## config.mk

```make
export PLATFORM = sky130hd
export DESIGN_NAME = mtap_tdomux_pipe_flat
export DESIGN_NICKNAME = d
export VERILOG_FILES = /design/src/rtl/mtap_tdomux_pkg.sv /design/src/rtl/mtap_tdomux_pipe_if.sv /design/src/rtl/mtap_tdo_pipe.sv /design/src/rtl/mtap_tdomux_pipe.sv /design/src/flat_wrapper.sv
export SDC_FILE = /design/constraint.sdc
export NUM_CORES = 1
export LEC_CHECK = 0
export CORE_AREA = 3 3 40 42
export CTS_BUF_LIST = sky130_fd_sc_hd__clkbuf_4
export CTS_CLUSTER_SIZE = 30
export DETAILED_ROUTE_END_ITERATION = 8
export DIE_AREA = 0 0 43 45
export MAX_ROUTING_LAYER = met4
export PLACE_DENSITY_LB_ADDON = 0.12
export SLEW_MARGIN = 10
export SYNTH_ARGS = -nofsm -noshare
export SYNTH_HDL_FRONTEND = slang
export SYNTH_HIERARCHICAL = 1
export SYNTH_SLANG_ARGS = --single-unit
export TNS_END_PERCENT = 20
```

## constraint.sdc

```tcl
create_clock -name atappris_tck -period 1.3 [get_ports atappris_tck]
set_clock_uncertainty 0.2 [all_clocks]
set_input_delay 0.26 -clock atappris_tck [delete_from_list [all_inputs] [get_ports atappris_tck]]
set_output_delay 0.26 -clock atappris_tck [all_outputs]
set_load 0.05 [all_outputs]
```

## src/rtl/mtap_tdomux_pkg.sv

```systemverilog
// Shared types and sizing for the mTAP TDO mux and its retiming pipeline.
// Holds the FSM state encoding and the flush-counter width sized for the deepest supported pipeline.
package mtap_tdomux_pkg;

   typedef enum logic [1:0] {
      IDLE  = 2'd0,
      SHIFT = 2'd1,
      FLUSH = 2'd2
   } tdomux_state_t;

   localparam int MAX_PIPE_STAGES = 8;
   localparam int FLUSH_CNT_W     = $clog2(MAX_PIPE_STAGES);

endpackage

```

## src/rtl/mtap_tdomux_pipe_if.sv

```systemverilog
// TAP-side bundle between the mTAP FSM/IR decoder and the TDO mux.
// The master side drives FSM state and shift data; the slave side returns TDO, pad enable and select error.
interface mtap_tdomux_pipe_if #(
   parameter int NUM_REGS  = 8,
   parameter int NUM_CHILD = 2
);
   logic                 mtap_fsm_tlrs;
   logic                 mtap_fsm_shift_ir;
   logic                 mtap_fsm_shift_dr;
   logic                 mtap_irreg_serial_out;
   logic [NUM_REGS-1:0]  mtap_drreg_drout;
   logic [NUM_REGS-1:0]  mtap_irdecoder_drselect;
   logic [NUM_CHILD-1:0] mtap_child_select;
   logic [NUM_CHILD-1:0] mtap_child_tdo;
   logic                 mtap_mux_tdo;
   logic                 mtap_tdomux_tdoen;
   logic                 mtap_tdomux_sel_err;

   modport master (
      output mtap_fsm_tlrs, mtap_fsm_shift_ir, mtap_fsm_shift_dr, mtap_irreg_serial_out,
             mtap_drreg_drout, mtap_irdecoder_drselect, mtap_child_select, mtap_child_tdo,
      input  mtap_mux_tdo, mtap_tdomux_tdoen, mtap_tdomux_sel_err
   );

   modport slave (
      input  mtap_fsm_tlrs, mtap_fsm_shift_ir, mtap_fsm_shift_dr, mtap_irreg_serial_out,
             mtap_drreg_drout, mtap_irdecoder_drselect, mtap_child_select, mtap_child_tdo,
      output mtap_mux_tdo, mtap_tdomux_tdoen, mtap_tdomux_sel_err
   );
endinterface

```

## src/rtl/mtap_tdo_pipe.sv

```systemverilog
// Negedge-TCK TDO retiming pipeline with drain FSM and registered pad enable.
// A bit taken at negedge k reaches dout after negedge k+PIPE_STAGES-1; TCK-paced, no backpressure.
module mtap_tdo_pipe
   import mtap_tdomux_pkg::*;
#(
   parameter int PIPE_STAGES = 1
) (
   input  logic tck,
   input  logic trst_b,
   input  logic tlrs,
   input  logic shift,
   input  logic din,
   output logic dout,
   output logic tdoen
);
   tdomux_state_t          state;
   logic [PIPE_STAGES-1:0] pipe;
   logic [FLUSH_CNT_W-1:0] flush_cnt;

   always_ff @(negedge tck or negedge trst_b) begin
      if (!trst_b) begin
         state     <= IDLE;
         pipe      <= '0;
         flush_cnt <= '0;
         tdoen     <= 1'b0;
      end else if (tlrs) begin
         state     <= IDLE;
         pipe      <= '0;
         flush_cnt <= '0;
         tdoen     <= 1'b0;
      end else begin
         // Stage 0 takes live data while shifting and zeros while draining.
         if (shift)
            pipe[0] <= din;
         else if (state != IDLE)
            pipe[0] <= 1'b0;
         if (state != IDLE)
            for (int i = 1; i < PIPE_STAGES; i++)
               pipe[i] <= pipe[i-1];

         case (state)
            IDLE: begin
               if (shift) begin
                  state <= SHIFT;
                  tdoen <= 1'b1;
               end
            end
            SHIFT: begin
               if (!shift) begin
                  if (PIPE_STAGES > 1) begin
                     state     <= FLUSH;
                     flush_cnt <= FLUSH_CNT_W'(PIPE_STAGES - 1);
                  end else begin
                     state <= IDLE;
                     tdoen <= 1'b0;
                  end
               end
            end
            FLUSH: begin
               if (shift) begin
                  state     <= SHIFT;
                  flush_cnt <= '0;
               end else begin
                  flush_cnt <= flush_cnt - 1'b1;
                  if (flush_cnt == FLUSH_CNT_W'(1)) begin
                     state <= IDLE;
                     tdoen <= 1'b0;
                  end
               end
            end
            default: begin
               state <= IDLE;
               tdoen <= 1'b0;
            end
         endcase
      end
   end

   assign dout = pipe[PIPE_STAGES-1];

endmodule

```

## src/rtl/mtap_tdomux_pipe.sv

```systemverilog
// mTAP TDO source mux (IR, secondary TAP, or one-hot DR) with sticky illegal-select flag, feeding the retimer.
// Output latency PIPE_STAGES-1 negedges after selection; TCK-paced, no backpressure.
module mtap_tdomux_pipe
   import mtap_tdomux_pkg::*;
#(
   parameter int NUM_REGS    = 8,
   parameter int NUM_CHILD   = 2,
   parameter int PIPE_STAGES = 1
) (
   input logic              atappris_tck,
   input logic              powergoodrst_trst_b,
   mtap_tdomux_pipe_if.slave tap_if
);
   logic [NUM_REGS-1:0]  drselect;
   logic [NUM_REGS-1:0]  drout;
   logic [NUM_CHILD-1:0] child_select;
   logic [NUM_CHILD-1:0] child_tdo;
   logic                 shift_ir;
   logic                 shift_dr;
   logic                 shift;
   logic                 sel_bit;
   logic                 sel_err_set;
   logic                 sel_err;
   logic                 pipe_tdo;
   logic                 pipe_tdoen;

   assign drselect     = tap_if.mtap_irdecoder_drselect;
   assign drout        = tap_if.mtap_drreg_drout;
   assign child_select = tap_if.mtap_child_select;
   assign child_tdo    = tap_if.mtap_child_tdo;
   assign shift_ir     = tap_if.mtap_fsm_shift_ir;
   assign shift_dr     = tap_if.mtap_fsm_shift_dr;

   // Priority still resolves to a defined bit when the select is illegal.
   always_comb begin
      shift = shift_ir | shift_dr;
      if (shift_ir)
         sel_bit = tap_if.mtap_irreg_serial_out;
      else if (|child_select)
         sel_bit = |(child_select & child_tdo);
      else
         sel_bit = |(drselect & drout);
      sel_err_set = (shift_ir & shift_dr)
                  | (shift & ($countones(child_select) > 1))
                  | (shift_dr & ~(|child_select) & ($countones(drselect) != 1));
   end

   always_ff @(negedge atappris_tck or negedge powergoodrst_trst_b) begin
      if (!powergoodrst_trst_b)
         sel_err <= 1'b0;
      else if (tap_if.mtap_fsm_tlrs)
         sel_err <= 1'b0;
      else if (sel_err_set)
         sel_err <= 1'b1;
   end

   mtap_tdo_pipe #(
      .PIPE_STAGES (PIPE_STAGES)
   ) u_tdo_pipe (
      .tck    (atappris_tck),
      .trst_b (powergoodrst_trst_b),
      .tlrs   (tap_if.mtap_fsm_tlrs),
      .shift  (shift),
      .din    (sel_bit),
      .dout   (pipe_tdo),
      .tdoen  (pipe_tdoen)
   );

   assign tap_if.mtap_mux_tdo        = pipe_tdo;
   assign tap_if.mtap_tdomux_tdoen   = pipe_tdoen;
   assign tap_if.mtap_tdomux_sel_err = sel_err;

endmodule

```

## src/flat_wrapper.sv

```systemverilog
// flat-port wrapper written by rule: the top's interface ports become plain ports
module mtap_tdomux_pipe_flat import mtap_tdomux_pkg::*;
#(
   parameter int NUM_REGS    = 8,
   parameter int NUM_CHILD   = 2,
   parameter int PIPE_STAGES = 1
)
  (atappris_tck, powergoodrst_trst_b, tap_if_mtap_fsm_tlrs, tap_if_mtap_fsm_shift_ir, tap_if_mtap_fsm_shift_dr, tap_if_mtap_irreg_serial_out, tap_if_mtap_drreg_drout, tap_if_mtap_irdecoder_drselect, tap_if_mtap_child_select, tap_if_mtap_child_tdo, tap_if_mtap_mux_tdo, tap_if_mtap_tdomux_tdoen, tap_if_mtap_tdomux_sel_err);
  mtap_tdomux_pipe_if #(.NUM_REGS(NUM_REGS), .NUM_CHILD(NUM_CHILD)) tap_if_i ();
  input logic atappris_tck;
  input logic powergoodrst_trst_b;
  input wire logic [$bits(tap_if_i.mtap_fsm_tlrs)-1:0] tap_if_mtap_fsm_tlrs;
  input wire logic [$bits(tap_if_i.mtap_fsm_shift_ir)-1:0] tap_if_mtap_fsm_shift_ir;
  input wire logic [$bits(tap_if_i.mtap_fsm_shift_dr)-1:0] tap_if_mtap_fsm_shift_dr;
  input wire logic [$bits(tap_if_i.mtap_irreg_serial_out)-1:0] tap_if_mtap_irreg_serial_out;
  input wire logic [$bits(tap_if_i.mtap_drreg_drout)-1:0] tap_if_mtap_drreg_drout;
  input wire logic [$bits(tap_if_i.mtap_irdecoder_drselect)-1:0] tap_if_mtap_irdecoder_drselect;
  input wire logic [$bits(tap_if_i.mtap_child_select)-1:0] tap_if_mtap_child_select;
  input wire logic [$bits(tap_if_i.mtap_child_tdo)-1:0] tap_if_mtap_child_tdo;
  output wire logic [$bits(tap_if_i.mtap_mux_tdo)-1:0] tap_if_mtap_mux_tdo;
  output wire logic [$bits(tap_if_i.mtap_tdomux_tdoen)-1:0] tap_if_mtap_tdomux_tdoen;
  output wire logic [$bits(tap_if_i.mtap_tdomux_sel_err)-1:0] tap_if_mtap_tdomux_sel_err;
  assign tap_if_i.mtap_fsm_tlrs = tap_if_mtap_fsm_tlrs;
  assign tap_if_i.mtap_fsm_shift_ir = tap_if_mtap_fsm_shift_ir;
  assign tap_if_i.mtap_fsm_shift_dr = tap_if_mtap_fsm_shift_dr;
  assign tap_if_i.mtap_irreg_serial_out = tap_if_mtap_irreg_serial_out;
  assign tap_if_i.mtap_drreg_drout = tap_if_mtap_drreg_drout;
  assign tap_if_i.mtap_irdecoder_drselect = tap_if_mtap_irdecoder_drselect;
  assign tap_if_i.mtap_child_select = tap_if_mtap_child_select;
  assign tap_if_i.mtap_child_tdo = tap_if_mtap_child_tdo;
  assign tap_if_mtap_mux_tdo = tap_if_i.mtap_mux_tdo;
  assign tap_if_mtap_tdomux_tdoen = tap_if_i.mtap_tdomux_tdoen;
  assign tap_if_mtap_tdomux_sel_err = tap_if_i.mtap_tdomux_sel_err;
  mtap_tdomux_pipe #(.NUM_REGS(NUM_REGS), .NUM_CHILD(NUM_CHILD), .PIPE_STAGES(PIPE_STAGES)) u_core (.atappris_tck(atappris_tck), .powergoodrst_trst_b(powergoodrst_trst_b), .tap_if(tap_if_i));
endmodule
```

==> qor.yml <==
outcome: "finished, violations left"
violations: "setup timing"
crit_required_ns: 0.53
grt_pass1_wl_mm: 2.06
drtIter0Drc: 10
ys_types: 17
vias: 488
maxCapViolCount: 0
power_density_nw_per_um2: 804
cts_made_buffers: 3
synth.area.top_cells: "fa_1 20%, dfrtn_1 19%, inv_1 13%, ha_1 9.6%, a22oi_1 7.7%"
cts.sinks: 3
routedWlPerCell_um: 12.7
cpMaxStageDelayCell: "fa_1"
coreArea_um2: 1280
r2r-end: "u_core/u_tdo_pipe/dout"
synth_top_area_share_pct: 20.4
critPathMostFrequentCell: "fa_1"
initial_core_util_pct: 30.5
hp-start: "u_core/u_tdo_pipe/dout"
ys_ff_latch: 3
cts_hold_buf: 0
vias_per_cell: 4.69
ff2ff_setup_slack_ns: 0.19
avgSynthCellArea_um2: 8.90
cts_tree: "yes"
critPathMaxFanout: 2
drtPass1Iterations: 4
fill_cells: 115
max-vdd-ir-drop_mv: 0.441
critPathKind: "primary input to register"
rr_worst_depth: 3
worst_setup_path_end_kind: "register"
grt_overflow_total: 0
tns_ns: -5.71
cts_root_buf: "clkbuf_4"
nets: 123
arrival_ns: 3.06
clk_pin_slew_ns: 0.03
gp_congestion: 0.766
rows: 13
ys_warn_count: 6
setup_viol: 6
dieArea_um2: 1940
start_kind: "primary input"
seq_area_frac_synth_pct: 19.2
synthesis.area_um2: 392
syn-num-nets: 77
die_h_um: 45
syn2layout_area_growth_pct: 123
tightestPinTransition_ns: 0.204
portBuffers: 28
synth_top_cell_by_area: "fa_1"
grt_max_degree: 4
routed_wirelength_mm: 1.33
worst-path-buf-inv: 4
max_stage_delay_ns: 0.54
ios: 29
grt_pass1_vias: 508
leakagePower_nw: 0.425
drive_gt1_share_pct: 38.2
min_path_cells: 2
dp_worst_setup_slack_ns: -3.25
hold_path.class: "register to register"
r2r_start: "u_core/u_tdo_pipe/state[0]"
drc: 0
antenna_found_initial: 0
dp_hpwl_mm: 1.10
fin_ws_ns: -2.53
final_antenna_net_count: 0
grt_usage_pct: 14.8
final_hold_viol_count: 0
slew-limit-headroom_pct: 86.4
clock_latency_ns: 0.24
cts_buffer_depth: 2
grt_setup_unrepaired: "true"
hold_end: "u_core/u_tdo_pipe/dout"
cts_max_level: 1
path_cells: "buf_8 -> inv_4 -> fa_1 -> fa_1 -> fa_1 -> inv_2 -> ha_4 -> inv_2 -> fa_1 -> nand4b_1 -> a211o_1 -> nand4_1 -> a31oi_1"
maxSlewViolCount: 0
synthCells: 44
n_antenna_cell: 0
crit_family: "adder cells"
holdWs_ns: 0.495
die_w_um: 43
-- Yosys cell counts --
cell type and number:
a21o_1 1, o211ai_1 1, inv_1 14, a221o_1 1
nor4b_2 1, a21oi_1 3, nand4_1 2, nor2b_1 1
nand4b_1 2, or2_2 1, a211o_1 1, ha_1 3
fa_1 4, dfrtn_1 3, a22oi_1 4, a31oi_1 1
nor2_1 1
-- power by group --
part	switching [mW]	internal (mW)	total (mW)	leakage, nW
logic	0.167	0.238	0.405	0.369
registers	0.00795	0.103	0.110	0.0378
clock network	0.0506	0.136	0.187	0.0184
total	0.225	0.476	0.702	0.425
-- repair_timing --
| action | 4_1_cts | 5_1_grt |
|---|---|---|
| pin swaps | 9 | 8 |
| resized for setup | 23 | 9 |
| setup endpoints to repair | 6 | 6 |
| buffers inserted | 2 | 1 |
-- how the worst max path moves through the flow --
| stage | start | to | slack (ns) | cells past startpoint |
|---|---|---|---|---|
| after floorplan | tap_if_mtap_irdecoder_drselect[0] | u_core/tap_if.mtap_tdomux_sel_err | -2.58 | 12 |
| after global placement | tap_if_mtap_irdecoder_drselect[0] | u_core/tap_if.mtap_tdomux_sel_err | -3.18 | 13 |
| after detailed placement | tap_if_mtap_irdecoder_drselect[0] | u_core/tap_if.mtap_tdomux_sel_err | -3.25 | 13 |
| after CTS | tap_if_mtap_irdecoder_drselect[3] | u_core/tap_if.mtap_tdomux_sel_err | -2.68 | 13 |
| after global routing | tap_if_mtap_irdecoder_drselect[0] | u_core/tap_if.mtap_tdomux_sel_err | -2.64 | 13 |
| final | tap_if_mtap_irdecoder_drselect[0] | u_core/tap_if.mtap_tdomux_sel_err | -2.53 | 13 |
-- worst reg2reg max path: cells and delay by family (launching register included) --
kind | cells | cell delay [ns]
and+or+nand+nor | 1 | 0.04
DFF | 1 | 0.44
buffers and inverters | 1 | 0.13
AOI/OAI and AO/OA | 1 | 0.15
-- layout make-up --
cell class                      instances  area, um2  area share (%)
Sequential cell                         3       75.1            8.60
Multi-Input combinational cell         27        283            32.4
Clock buffer                            4       30.0            3.44
Inverter                               14       55.1            6.30
Timing Repair Buffer                   41        412            47.1
Tap cell                               15       18.8            2.15
-- registers in the layout (all words and copies together) (netlist names) --
name	flops
u_core/tap_if.mtap_tdomux_sel_err	1
u_core/u_tdo_pipe/dout	1
u_core/u_tdo_pipe/state	1
-- kinds of logic (layout without fill, tap and decap cells) --
kind of cell | after synthesis | count (layout) | share of synthesized area (%)
buffers and inverters | 14 | 59 | 13.4
AOI/OAI and AO/OA | 12 | 12 | 21.7
and+or+nand+nor | 8 | 8 | 15.7
adders and majority gates | 7 | 7 | 30.0
DFF | 3 | 3 | 19.2
-- layer usage --
layer | track usage [%] | wire [um] | share of wire (%) | up-vias
met5 | - | 0 | 0 | -
met4 | 7.23 | 0 | 0 | 0
met3 | 1.59 | 90 | 6.8 | 0
met2 | 27.2 | 735 | 55 | 14
met1 | 15.9 | 499 | 38 | 229
li1 | - | - | - | 245
-- stage by stage --
stage                     area (um2)  instances  utilization, %  total power, mW
after floorplan                  392         44               -            0.269
after global placement           796         97            61.9            0.451
after detailed placement         796         97            61.9            0.464
after CTS                        842        103            65.5            0.677
after global routing             873        104            68.0            0.760
final                            873        104            68.0            0.702
-- cells in the final DEF, fill, tap and decap left out --
cell type        instances
clkbuf_4                 4
buf_8                    1
a21oi_1                  2
inv_4                    1
ha_1                     2
a21o_1                   1
a31oi_1                  1
buf_6                    2
fa_1                     4
inv_1                    8
dfrtn_1                  3
a211o_1                  1
dlygate4sd2_1            1
buf_12                   3
a21oi_2                  1
or2_4                    1
nand4_1                  2
dlymetal6s2s_1           1
nand4b_1                 2
clkbuf_2                 1
a22oi_1                  4
a221o_1                  1
nor2b_1                  1
nor2_1                   1
clkdlybuf4s50_1         19
ha_4                     1
buf_4                   13
inv_2                    5
o211ai_1                 1
nor4b_2                  1
Note: power is estimated with default switching activity, not from simulation.
==> patch (same flow settings) <==
`PIPE_STAGES` is set to 1 in 3 places; all go to 0. Comments in the files are not updated.
--- a/src/rtl/mtap_tdo_pipe.sv
+++ b/src/rtl/mtap_tdo_pipe.sv
@@ -4,5 +4,5 @@
    import mtap_tdomux_pkg::*;
 #(
-   parameter int PIPE_STAGES = 1
+   parameter int PIPE_STAGES = 0
 ) (
    input  logic tck,
--- a/src/rtl/mtap_tdomux_pipe.sv
+++ b/src/rtl/mtap_tdomux_pipe.sv
@@ -6,5 +6,5 @@
    parameter int NUM_REGS    = 8,
    parameter int NUM_CHILD   = 2,
-   parameter int PIPE_STAGES = 1
+   parameter int PIPE_STAGES = 0
 ) (
    input logic              atappris_tck,
--- a/src/flat_wrapper.sv
+++ b/src/flat_wrapper.sv
@@ -4,5 +4,5 @@
    parameter int NUM_REGS    = 8,
    parameter int NUM_CHILD   = 2,
-   parameter int PIPE_STAGES = 1
+   parameter int PIPE_STAGES = 0
 )
   (atappris_tck, powergoodrst_trst_b, tap_if_mtap_fsm_tlrs, tap_if_mtap_fsm_shift_ir, tap_if_mtap_fsm_shift_dr, tap_if_mtap_irreg_serial_out, tap_if_mtap_drreg_drout, tap_if_mtap_irdecoder_drselect, tap_if_mtap_child_select, tap_if_mtap_child_tdo, tap_if_mtap_mux_tdo, tap_if_mtap_tdomux_tdoen, tap_if_mtap_tdomux_sel_err);
Formal check against the unedited RTL: not equivalent (a bounded check fails within 4 cycles, from zero or initial values and one cycle with powergoodrst_trst_b low).
==> patch against the unedited design <==
The flow still finishes with violations (setup timing); worst setup slack about the same; area after synthesis down 23%; power down 27%; synthesized cell count down 23%; die area unchanged; sequential cell count fell by 1; final area down 36%; via count shrank 37%; clock power shrank 29%; worst hold slack lost 55 ps; wire length is 36% lower; register-to-register slack better by 110 ps; critical endpoint unchanged; highest routed layer unchanged.
==> patch: results (changes against the unedited design) <==
PnR worst setup slack=-2530 ps (about the same); Worst Reg-to-Reg Cells=2 (was 3); first-pass GRT wire length=1.47 mm (was 2.06 mm); post-route insts no fill=72 (was 104); Placer Congestion=0.683 (was 0.766); outcome=complete, but fails checks (unchanged); area of the multi-input gates=211 sq um (was 283 sq um); R2R Path Start=u_core/tap_if.mtap_tdomux_sel_err (was u_core/u_tdo_pipe/state[0]); worst endpoint data arrival time=3040 ps (was 3060 ps); Clock Latency Late Sink=~230 ps; switching share of power=33.9% (was 32.1%); IO buf count=16 (was 28); dpl ws=-3240 ps (was -3250 ps); TritonCTS Buffers=3 (unchanged); clock slew at reported path FFs=30 ps (about the same); Tot Pwr=0.511 mW (was 0.702 mW); via count=306 (was 488); largest net degree at the start of global routing=4 (unchanged); gr usage total=11.2% (was 14.8%); final setup TNS=-3970 ps (was -5710 ps); R2R setup slack=300 ps (was 190 ps); drt first pass iters=2 (was 4); leakage=0.292 nW (was 0.425 nW); Worst Hold Path EP=u_core/tap_if.mtap_tdomux_sel_err (was u_core/u_tdo_pipe/dout); vias in the first global route=340 (was 508); Cells after DPL=67 (was 97); failing checks=setup timing (unchanged); HPWL after DPL=704 um (was 1.10 mm); Clock Power=0.133 mW (was 0.187 mW); fillers=148 (was 115); Peak VDD IR=0.288 mV (was 0.441 mV); start point of the critical path=tap_if_mtap_irdecoder_drselect[1] (was tap_if_mtap_irdecoder_drselect[0]); Final Setup Violations=4 (was 6); placed cell areas=517 sq um (was 796 sq um); type of the worst min-delay path=flip-flop to flip-flop (unchanged); Syn Area/Cell=8.91 sq um (was 8.90 sq um); Logic pwr share=59.7% (was 57.7%); tightest hold margin=440 ps (was 495 ps); number of nets in the final layout=92 (was 123); drt wl/cell=11.8 um (was 12.7 um)
[patch: final cells by class]
type                       instances  area share, %
clock buffer                       3           4.03
timing repair buffer              21           37.1
sequential                         2           8.95
tap                               15           3.36
inverter                          13           8.72
multi-input combinational         18           37.8
[patch: per-layer routing]
layer	GRT usage, %	part of all wire [%]	vias to the layer above
met5	-	0	-
met4	9.04	0	0
met3	1.59	6.3	0
met2	19.2	56	9
met1	11.5	37	149
li1	-	-	148
[patch: critical path, cell delays in order]
cell      delay, ps
buf_6            70
inv_2            30
fa_1            550
fa_1            440
fa_1            460
inv_2            80
ha_4            130
inv_2            30
fa_1            490
nand4b_1        100
a211o_1         240
nand4_1          80
a31oi_1          90
[patch: timing repair]
| action | CTS | global route |
|---|---|---|
| endpoints found under the hold margin | 0 | 0 |
| endpoints found under the setup margin | 4 | 4 |
| gates resized for setup | 18 | 7 |
| hold buffers | 0 | 0 |
| pin swaps | 8 | 7 |
| setup buffers | 1 | 1 |
